===== config.mk =====
export PLATFORM = sky130hd
export DESIGN_NAME = game_round_controller
export DESIGN_NICKNAME = d
export VERILOG_FILES = /design/src/rtl/game_round_controller.sv
export SDC_FILE = /design/constraint.sdc
export NUM_CORES = 1
export LEC_CHECK = 0
export BUFFER_PORTS_ARGS = -buffer_cell sky130_fd_sc_hd__buf_2
export CAP_MARGIN = 30
export CORE_UTILIZATION = 35
export CTS_CLUSTER_SIZE = 14
export DETAILED_ROUTE_END_ITERATION = 7
export SLEW_MARGIN = 20
export SYNTH_ARGS = -nofsm -noshare
export SYNTH_HDL_FRONTEND = slang
export SYNTH_SLANG_ARGS = --single-unit

===== constraint.sdc =====
create_clock -name CLOCK_50 -period 2.8 [get_ports CLOCK_50]
set_input_delay 0.28 -clock CLOCK_50 [delete_from_list [all_inputs] [get_ports CLOCK_50]]
set_output_delay 0.28 -clock CLOCK_50 [all_outputs]
set_load 0.1 [all_outputs]

===== src/rtl/game_round_controller.sv =====
// Round controller for a two-player arrow-matching game: countdown, pattern windows, hit judging.
// Optional MISS_COUNT_EN adds miss_a/miss_b pulses when a window closes without a hit.
module game_round_controller #(
    parameter int ROUND_PATTERNS   = 32,
    parameter int HIT_WINDOW       = 12500000,
    parameter int COUNTDOWN_CYCLES = 150000000
) (
    input  logic       CLOCK_50,
    input  logic       resetn,
    input  logic       start,
    input  logic [7:0] pattern_in,
    input  logic       pattern_valid,
    input  logic [3:0] player_a_keys,
    input  logic [3:0] player_b_keys,
    output logic       game_active,
    output logic       perfect_hit_a,
    output logic       perfect_hit_b,
    output logic [3:0] target,
    output logic       window_open,
    output logic [1:0] state,
    output logic [5:0] patterns_left,
`ifdef MISS_COUNT_EN
    output logic       miss_a,
    output logic       miss_b,
`endif
    output logic       round_done
);

    localparam int CD_W  = (COUNTDOWN_CYCLES > 1) ? $clog2(COUNTDOWN_CYCLES) : 1;
    localparam int WIN_W = $clog2(HIT_WINDOW + 1);

    typedef enum logic [1:0] {
        S_IDLE      = 2'b00,
        S_COUNTDOWN = 2'b01,
        S_PLAY      = 2'b10,
        S_GAME_OVER = 2'b11
    } state_t;

    state_t            state_q;
    logic [CD_W-1:0]   cd_cnt_q;
    logic [WIN_W-1:0]  win_cnt_q;
    logic              window_open_q;
    logic [3:0]        target_q;
    logic [5:0]        patterns_left_q;
    logic              start_prev_q;
    logic [3:0]        keys_a_prev_q;
    logic [3:0]        keys_b_prev_q;
    logic              flag_a_q;
    logic              flag_b_q;
    logic              perfect_hit_a_q;
    logic              perfect_hit_b_q;
    logic              game_active_q;
    logic              round_done_q;
`ifdef MISS_COUNT_EN
    logic              miss_a_q;
    logic              miss_b_q;
`endif

    logic start_rise;
    logic accept;
    logic win_last;
    logic win_close;
    logic hit_a_d;
    logic hit_b_d;
    logic unused_pattern_hi;

    assign unused_pattern_hi = ^pattern_in[7:4];

    // pattern_valid is a one-cycle qualifier with no back-pressure; it only counts in PLAY with patterns left.
    always_comb begin
        start_rise = start && !start_prev_q;
        accept     = pattern_valid && (state_q == S_PLAY) && (patterns_left_q != 6'd0);
        win_last   = window_open_q && (win_cnt_q == WIN_W'(1));
        win_close  = accept ? window_open_q : win_last;
        // A hit needs a fresh press that exactly matches; a replacing pattern voids that cycle's keys.
        hit_a_d    = window_open_q && !accept && !flag_a_q &&
                     (player_a_keys == target_q) && (keys_a_prev_q != target_q);
        hit_b_d    = window_open_q && !accept && !flag_b_q &&
                     (player_b_keys == target_q) && (keys_b_prev_q != target_q);
    end

    always_ff @(posedge CLOCK_50 or negedge resetn) begin
        if (!resetn) begin
            state_q         <= S_IDLE;
            cd_cnt_q        <= '0;
            win_cnt_q       <= '0;
            window_open_q   <= 1'b0;
            target_q        <= 4'd0;
            patterns_left_q <= 6'd0;
            start_prev_q    <= 1'b0;
            keys_a_prev_q   <= 4'd0;
            keys_b_prev_q   <= 4'd0;
            flag_a_q        <= 1'b0;
            flag_b_q        <= 1'b0;
            perfect_hit_a_q <= 1'b0;
            perfect_hit_b_q <= 1'b0;
            game_active_q   <= 1'b0;
            round_done_q    <= 1'b0;
`ifdef MISS_COUNT_EN
            miss_a_q        <= 1'b0;
            miss_b_q        <= 1'b0;
`endif
        end else begin
            start_prev_q    <= start;
            keys_a_prev_q   <= player_a_keys;
            keys_b_prev_q   <= player_b_keys;
            perfect_hit_a_q <= hit_a_d;
            perfect_hit_b_q <= hit_b_d;
            if (hit_a_d) flag_a_q <= 1'b1;
            if (hit_b_d) flag_b_q <= 1'b1;
`ifdef MISS_COUNT_EN
            miss_a_q <= win_close && !(flag_a_q || hit_a_d);
            miss_b_q <= win_close && !(flag_b_q || hit_b_d);
`endif

            if (accept) begin
                target_q        <= pattern_in[3:0];
                win_cnt_q       <= WIN_W'(HIT_WINDOW);
                window_open_q   <= 1'b1;
                flag_a_q        <= 1'b0;
                flag_b_q        <= 1'b0;
                patterns_left_q <= patterns_left_q - 6'd1;
            end else if (window_open_q) begin
                if (win_last) begin
                    window_open_q <= 1'b0;
                    win_cnt_q     <= '0;
                end else begin
                    win_cnt_q <= win_cnt_q - WIN_W'(1);
                end
            end

            case (state_q)
                S_IDLE, S_GAME_OVER: begin
                    if (start_rise) begin
                        state_q         <= S_COUNTDOWN;
                        cd_cnt_q        <= CD_W'(COUNTDOWN_CYCLES - 1);
                        patterns_left_q <= 6'(ROUND_PATTERNS);
                        target_q        <= 4'd0;
                        game_active_q   <= 1'b0;
                        round_done_q    <= 1'b0;
                    end
                end
                S_COUNTDOWN: begin
                    if (cd_cnt_q == '0) begin
                        state_q       <= S_PLAY;
                        game_active_q <= 1'b1;
                    end else begin
                        cd_cnt_q <= cd_cnt_q - CD_W'(1);
                    end
                end
                S_PLAY: begin
                    if ((patterns_left_q == 6'd0) && !window_open_q && !pattern_valid) begin
                        state_q       <= S_GAME_OVER;
                        game_active_q <= 1'b0;
                        round_done_q  <= 1'b1;
                    end
                end
                default: state_q <= S_IDLE;
            endcase
        end
    end

    assign state         = state_q;
    assign game_active   = game_active_q;
    assign round_done    = round_done_q;
    assign window_open   = window_open_q;
    assign target        = target_q;
    assign patterns_left = patterns_left_q;
    assign perfect_hit_a = perfect_hit_a_q;
    assign perfect_hit_b = perfect_hit_b_q;
`ifdef MISS_COUNT_EN
    assign miss_a        = miss_a_q;
    assign miss_b        = miss_b_q;
`endif

endmodule


After elaboration in Yosys (flattened, before gate mapping)
Cells that the tools add are included.
W data, S select, Z words.
{"block": "word_totals", "mem_count": 0, "ram_bits": 0, "latchBits": 0, "ff_bits": 80, "output_inout_bits": 17, "input_bits": 20, "romBits": 0, "elab_cells": 91}
{"block": "classes", "addsub": 3, "n_reduce_logical": 32, "n_shift": 0, "n_bitwise": 0, "mul": 0, "n_mux": 29, "order_cmp": 0, "n_eq_ne": 12, "div": 0}
{"operator": "$mux W24", "count": 3}
{"operator": "$mux W28", "count": 2}
{"operator": "$pmux W28 S2", "count": 1}
{"operator": "$logic_not A28 Y1", "count": 1}
{"operator": "$sub A28 B1 Y28 const B", "count": 1}
{"operator": "$eq A24 B1 Y1 const B", "count": 1}
{"operator": "$sub A24 B1 Y24 const B", "count": 1}
{"operator": "$mux W6", "count": 3}
{"operator": "$logic_and A1 B1 Y1", "count": 13}
{"operator": "$mux W4", "count": 3}
{"operator": "$mux W1", "count": 11}
{"operator": "$reduce_bool A2 Y1", "count": 5}
{"operator": "$reduce_and A3 Y1", "count": 3}
{"operator": "$eq A4 B4 Y1", "count": 2}
{"operator": "$ne A4 B4 Y1", "count": 2}
{"operator": "$logic_not A1 Y1", "count": 6}
{"operator": "$logic_not A6 Y1", "count": 1}
{"operator": "$mux W2", "count": 3}
{"operator": "$ne A2 B2 Y1 const B", "count": 3}
{"operator": "$pmux W2 S3", "count": 1}
{"operator": "$reduce_bool A6 Y1", "count": 1}
{"operator": "$sub A6 B1 Y6 const B", "count": 1}
{"operator": "$eq A2 B2 Y1 const B", "count": 2}
{"operator": "$pmux W1 S3", "count": 1}
{"operator": "other kinds (5)", "count": 5}

Logic depth before layout (Yosys ltp)
{"block": "logic_depth", "word_depth": 10, "mapped_depth": 9, "ltp_nobuf": 7}

Worst setup path after synthesis
No wires, ideal clock.
{"block": "synth_timing", "path_kind": "register to register", "from": "register state_q[0], in the netlist state[0]", "to": "register cd_cnt_q[12]", "t_required_ps": 2666, "path_stages_with_launch": 9, "setup_slack_ps": 105, "t_arrival_ps": 2562, "path_buffers": 3, "synth_period_minus_slack_ps": 2695, "setup_ps": 134, "cell_sequence": "dfrtp_1 -> inv_1 -> ha_1 -> and3b_1 -> clkbuf_1 -> nand2_1 -> clkbuf_1 -> clkbuf_1 -> nand2_1"}
{"block": "synth_via", "elab_chain_cells": 4, "word_cells_on_any_way": 9, "classes_between": "4 x eq/ne; 1 x mux; 4 x reduce/logical"}
{"element": "start, declared", "line_no": "39", "rtl": "state_t state_q;"}
{"element": "start signal, assigned", "line_no": "84", "rtl": "state_q <= S_IDLE;"}
{"element": "start signal, assigned", "line_no": "135", "rtl": "state_q <= S_COUNTDOWN;"}
{"element": "start signal, assigned", "line_no": "145", "rtl": "state_q <= S_PLAY;"}
{"element": "$eq A2 B2 Y1 or $logic_not A2 Y1 (tied branches)", "line_no": "132", "rtl": "case (state_q)"}
{"element": "$reduce_or A2 Y1", "line_no": "132"}
{"element": "$ne A2 B2 Y1 (no line) or $reduce_bool A2 Y1 (tied branches)"}
{"element": "$reduce_and A3 Y1 (no line)"}
{"element": "end signal, assigned", "line_no": "136", "rtl": "cd_cnt_q <= CD_W'(COUNTDOWN_CYCLES - 1);"}
{"element": "end signal, assigned", "line_no": "148", "rtl": "cd_cnt_q <= cd_cnt_q - CD_W'(1);"}
{"element": "end, declared", "line_no": "40", "rtl": "logic [CD_W-1:0] cd_cnt_q;"}
Parallel ways exist; a longest one is shown, timed or not.
A chain may end at the register's enable or synchronous reset.

Worst setup path in the final report
{"block": "layout_timing", "from": "register win_cnt_q[1]", "to": "register win_cnt_q[14]"}
{"block": "layout_via", "elab_chain_cells": 5, "word_cells_on_any_way": 6, "classes_between": "1 x add/sub; 1 x eq/ne; 3 x mux; 1 x reduce/logical"}
{"element": "start, declared", "line_no": "41", "rtl": "logic [WIN_W-1:0] win_cnt_q;"}
{"element": "start signal, assigned", "line_no": "118", "rtl": "win_cnt_q <= WIN_W'(HIT_WINDOW);"}
{"element": "start signal, assigned", "line_no": "128", "rtl": "win_cnt_q <= win_cnt_q - WIN_W'(1);"}
{"element": "parallel branches: the longest is 2 deep, another holds $sub A24 B1 Y24"}
{"element": "$mux W24 *", "line_no": "124", "rtl": "if (win_last) begin"}
{"element": "$mux W24 *", "line_no": "123", "rtl": "end else if (window_open_q) begin"}
{"element": "$mux W24 *", "line_no": "116", "rtl": "if (accept) begin"}
Every way passes the cells marked *. The select of a mux whose other input is x is not followed.

==> flow_summary.json <==
{
  "clk_pin_slew_worst_paths_ns": 0.06,
  "fin_hold_ws_ns": 0.0669,
  "cts.sinks": 80,
  "synth_edf_count": 0,
  "cts_inserted_buffers": 9,
  "die-area_um2": 12500,
  "core_um2": 11600,
  "critPathLaunchType": "register",
  "cp_max_fo": 11,
  "fp.dieH_um": 112,
  "maxCapViolations": 0,
  "antennaDiodeCount": 0,
  "p_per_area_nw_per_um2": 507,
  "fmax_ghz": 0.371,
  "fin_crit_ns": 2.69,
  "first_iter_violations": 223,
  "pre_cts_ws_ns": 0.108,
  "firstDrtPassIters": 7,
  "timing.final.ws_setup_ns": 0.105,
  "drv_slew": 0,
  "root_buffer": "clkbuf_16",
  "start_util_pct": 36.4,
  "status": "finished with violations",
  "yosys.cell_types.count": 51,
  "ir_drop_uv": 252,
  "setup_viol": 0,
  "synth_area_um2": 4230,
  "yosysSeqAreaShare_pct": 47.4,
  "via_per_inst": 5.61,
  "cts_max_path_buffers": 2,
  "fin_nets": 511,
  "async_reset_ff_share_pct": 100,
  "skew_ns": 0.00738,
  "grt_pass1_wl_um": 16300,
  "num_rows": 39,
  "die_w_um": 112,
  "grt_usage_pct": 16.3,
  "port_buffers": 32,
  "place.gp.congestion": 0.813,
  "via_count": 3532,
  "tightest_slew_ns": 0.757,
  "syn_inst": 441,
  "post_cts_buffers": 0,
  "yosys_warnings": 0,
  "tns_ns": 0,
  "remaining_drc_errors": 3,
  "finalHoldViolCount": 0,
  "holdCritPathClass": "input pin to register",
  "area_growth_pct": 17.1,
  "syn_area_per_cell_um2": 9.58,
  "globalRouteOverflowTotal": 0,
  "grt_pass1_vias": 3376,
  "antenna_left": 0,
  "ys_seq_elements": 80,
  "wl_um": 9550,
  "ys.flop_type": "dfrtp_1",
  "post-route-period-util_pct": 96.2,
  "io_pins": 37,
  "antenna_found_initial": 0,
  "insertion_delay_ns": 0.34,
  "drive_gt1_share_pct": 13.6,
  "cts-htree-levels": 3,
  "synthesis.nets": 470,
  "wl_per_cell_um": 15.2,
  "grt_max_degree": 54,
  "worstSetupEndpointType": "register",
  "rrSetupSlack_ns": 0.11,
  "place_hpwl_um": 6650,
  "required_ns": 3.02,
  "slew_headroom_pct": 49.3,
  "arrival_ns": 2.91,
  "rsz0062_at_grt": "true",
  "cts_tree": "built",
  "p_leak_uw": 0.00227,
  "path_class": "register to register",
  "violations": "design-rule violations"
}
-- power by group --
part	switching (µW)	internal [µW]
Clock	480	780
Sequential	7.41	1170
Combinational	41.9	27.4
Total	529	1980
-- layout make-up --
type                            instances  area [µm²]
Fill cell                            1163        6670
Inverter                               12        45.0
Clock inverter                          7        96.3
Sequential cell                        80        2000
Tap cell                              143         179
Clock buffer                            9         225
Multi-Input combinational cell        333        2110
Timing Repair Buffer                   46         290
-- state kept, by name, summed over array words and instances (netlist names), 2 cells and up --
name,flops
state,2
keys_b_prev_q,4
keys_a_prev_q,4
target,4
cd_cnt_q,28
patterns_left,6
win_cnt_q,24
-- metrics by stage --
| step | util [%] | std cells | cell area [µm²] | total power [µW] |
|---|---|---|---|---|
| after global routing | 42.6 | 630 | 4950 | 2600 |
| after detailed placement | 39.7 | 613 | 4620 | 1270 |
| final | 42.6 | 630 | 4950 | 2510 |
| after CTS | 42.6 | 630 | 4950 | 2540 |
| after floorplan | - | 441 | 4230 | 1220 |
| after global placement | 39.5 | 612 | 4590 | 1260 |
-- what timing repair did --
item / CTS / global route
endpoints found under the setup margin: 0 / 6
hold buffers: 1 / 0
endpoints found under the hold margin: 27 / 0
resized for setup: 0 / 1
-- routing by layer --
layer / vias to the layer above / GRT usage [%] / part of all wire (%) / routed length (µm)
li1: 1710 / - / - / -
met1: 1721 / 20.8 / 46 / 4370
met2: 84 / 26.4 / 48 / 4540
met3: 17 / 4.79 / 4.9 / 469
met4: 0 / 5.32 / 1.9 / 177
met5: - / 0 / 0 / 0
-- cell families after synthesis --
kind of cell	share of synthesized area (%)
AOI/OAI and AO/OA	17.0
xor gates and xnor gates	7.46
adders and majority gates	2.67
buffers and inverters	2.69
DFF	47.4
muxes	0.474
and+or+nand+nor	22.4
-- cell usage in the layout (no fill, tap or decap), types with 3 or more instances in the layout --
cell / netlist / routed
dfrtp_1: 80 / 80
nand2_1: 41 / 41
nor2_1: 41 / 41
buf_2: 1 / 31
a21oi_1: 25 / 25
o21ai_0: 23 / 23
xnor2_1: 19 / 19
xor2_1: 17 / 17
or3_1: 15 / 15
nor3_1: 14 / 14
nor4_1: 13 / 13
buf_4: 0 / 13
inv_1: 12 / 12
nand4_1: 11 / 11
or4_1: 9 / 9
ha_1: 9 / 9
clkbuf_16: 0 / 9
a31oi_1: 8 / 8
a221o_1: 8 / 8
nand3_1: 7 / 7
nand2b_1: 7 / 7
and3_1: 6 / 6
o211ai_1: 6 / 6
a21o_1: 5 / 5
o31ai_1: 5 / 5
o211a_1: 3 / 3
a22o_1: 3 / 3
o2111a_1: 3 / 3
o311ai_0: 3 / 3
o41ai_1: 3 / 3
clkinvlp_4: 0 / 3
-- synthesized netlist by cell type (2+ instances only) --
cell	n	area (µm²)
or3_1	15	93.8
dfrtp_1	80	2000
a31oi_1	8	50.1
o31ai_1	5	37.5
nand3b_1	2	15.0
nand3_1	7	35.0
and3_1	6	37.5
a22o_1	3	26.3
nor2b_1	2	12.5
o2111a_1	3	33.8
nor3_1	14	70.1
a211o_1	2	17.5
clkbuf_1	14	52.6
o211a_1	3	30.0
nand2b_1	7	43.8
o311a_1	2	20.0
or4_1	9	67.6
o311ai_0	3	26.3
xor2_1	17	149
a21oi_1	25	125
a221o_1	8	80.1
o211ai_1	6	45.0
a21o_1	5	37.5
nor3b_1	2	15.0
nor2_1	41	154
nand2_1	41	154
mux2i_1	2	20.0
ha_1	9	113
xnor2_1	19	166
inv_1	12	45.0
nand4_1	11	68.8
nor4_1	13	81.3
o21ai_0	23	115
nor4b_1	2	17.5
o41ai_1	3	26.3
nand4b_1	2	17.5
-- path summary, 6_finish.rpt --
kind | to | cells after the start | startpoint
setup / recovery | win_cnt_q[14]$_DFFE_PN0P_ | 7 | win_cnt_q[1]$_DFFE_PN0P_
hold / removal | keys_b_prev_q[3]$_DFF_PN0_ | 1 | player_b_keys[3]
setup reg to reg | win_cnt_q[14]$_DFFE_PN0P_ | 7 | win_cnt_q[1]$_DFFE_PN0P_
hold reg to reg | perfect_hit_b$_DFF_PN0_ | 1 | flag_b_q$_DFFE_PN0P_
max in group asynchronous | cd_cnt_q[18]$_DFFE_PN0P_ | 3 | resetn
min in group asynchronous | keys_a_prev_q[1]$_DFF_PN0_ | 2 | resetn
-- worst max-delay path: stages (launching register included) --
cell and delay (ns):
dfrtp_1 0.40, inv_1 0.11, ha_1 0.14, or4b_1 0.47, or4_1 0.54, o311a_2 0.45, and3_1 0.20, a221o_1 0.27
Note: power is estimated with default switching activity, not from simulation.
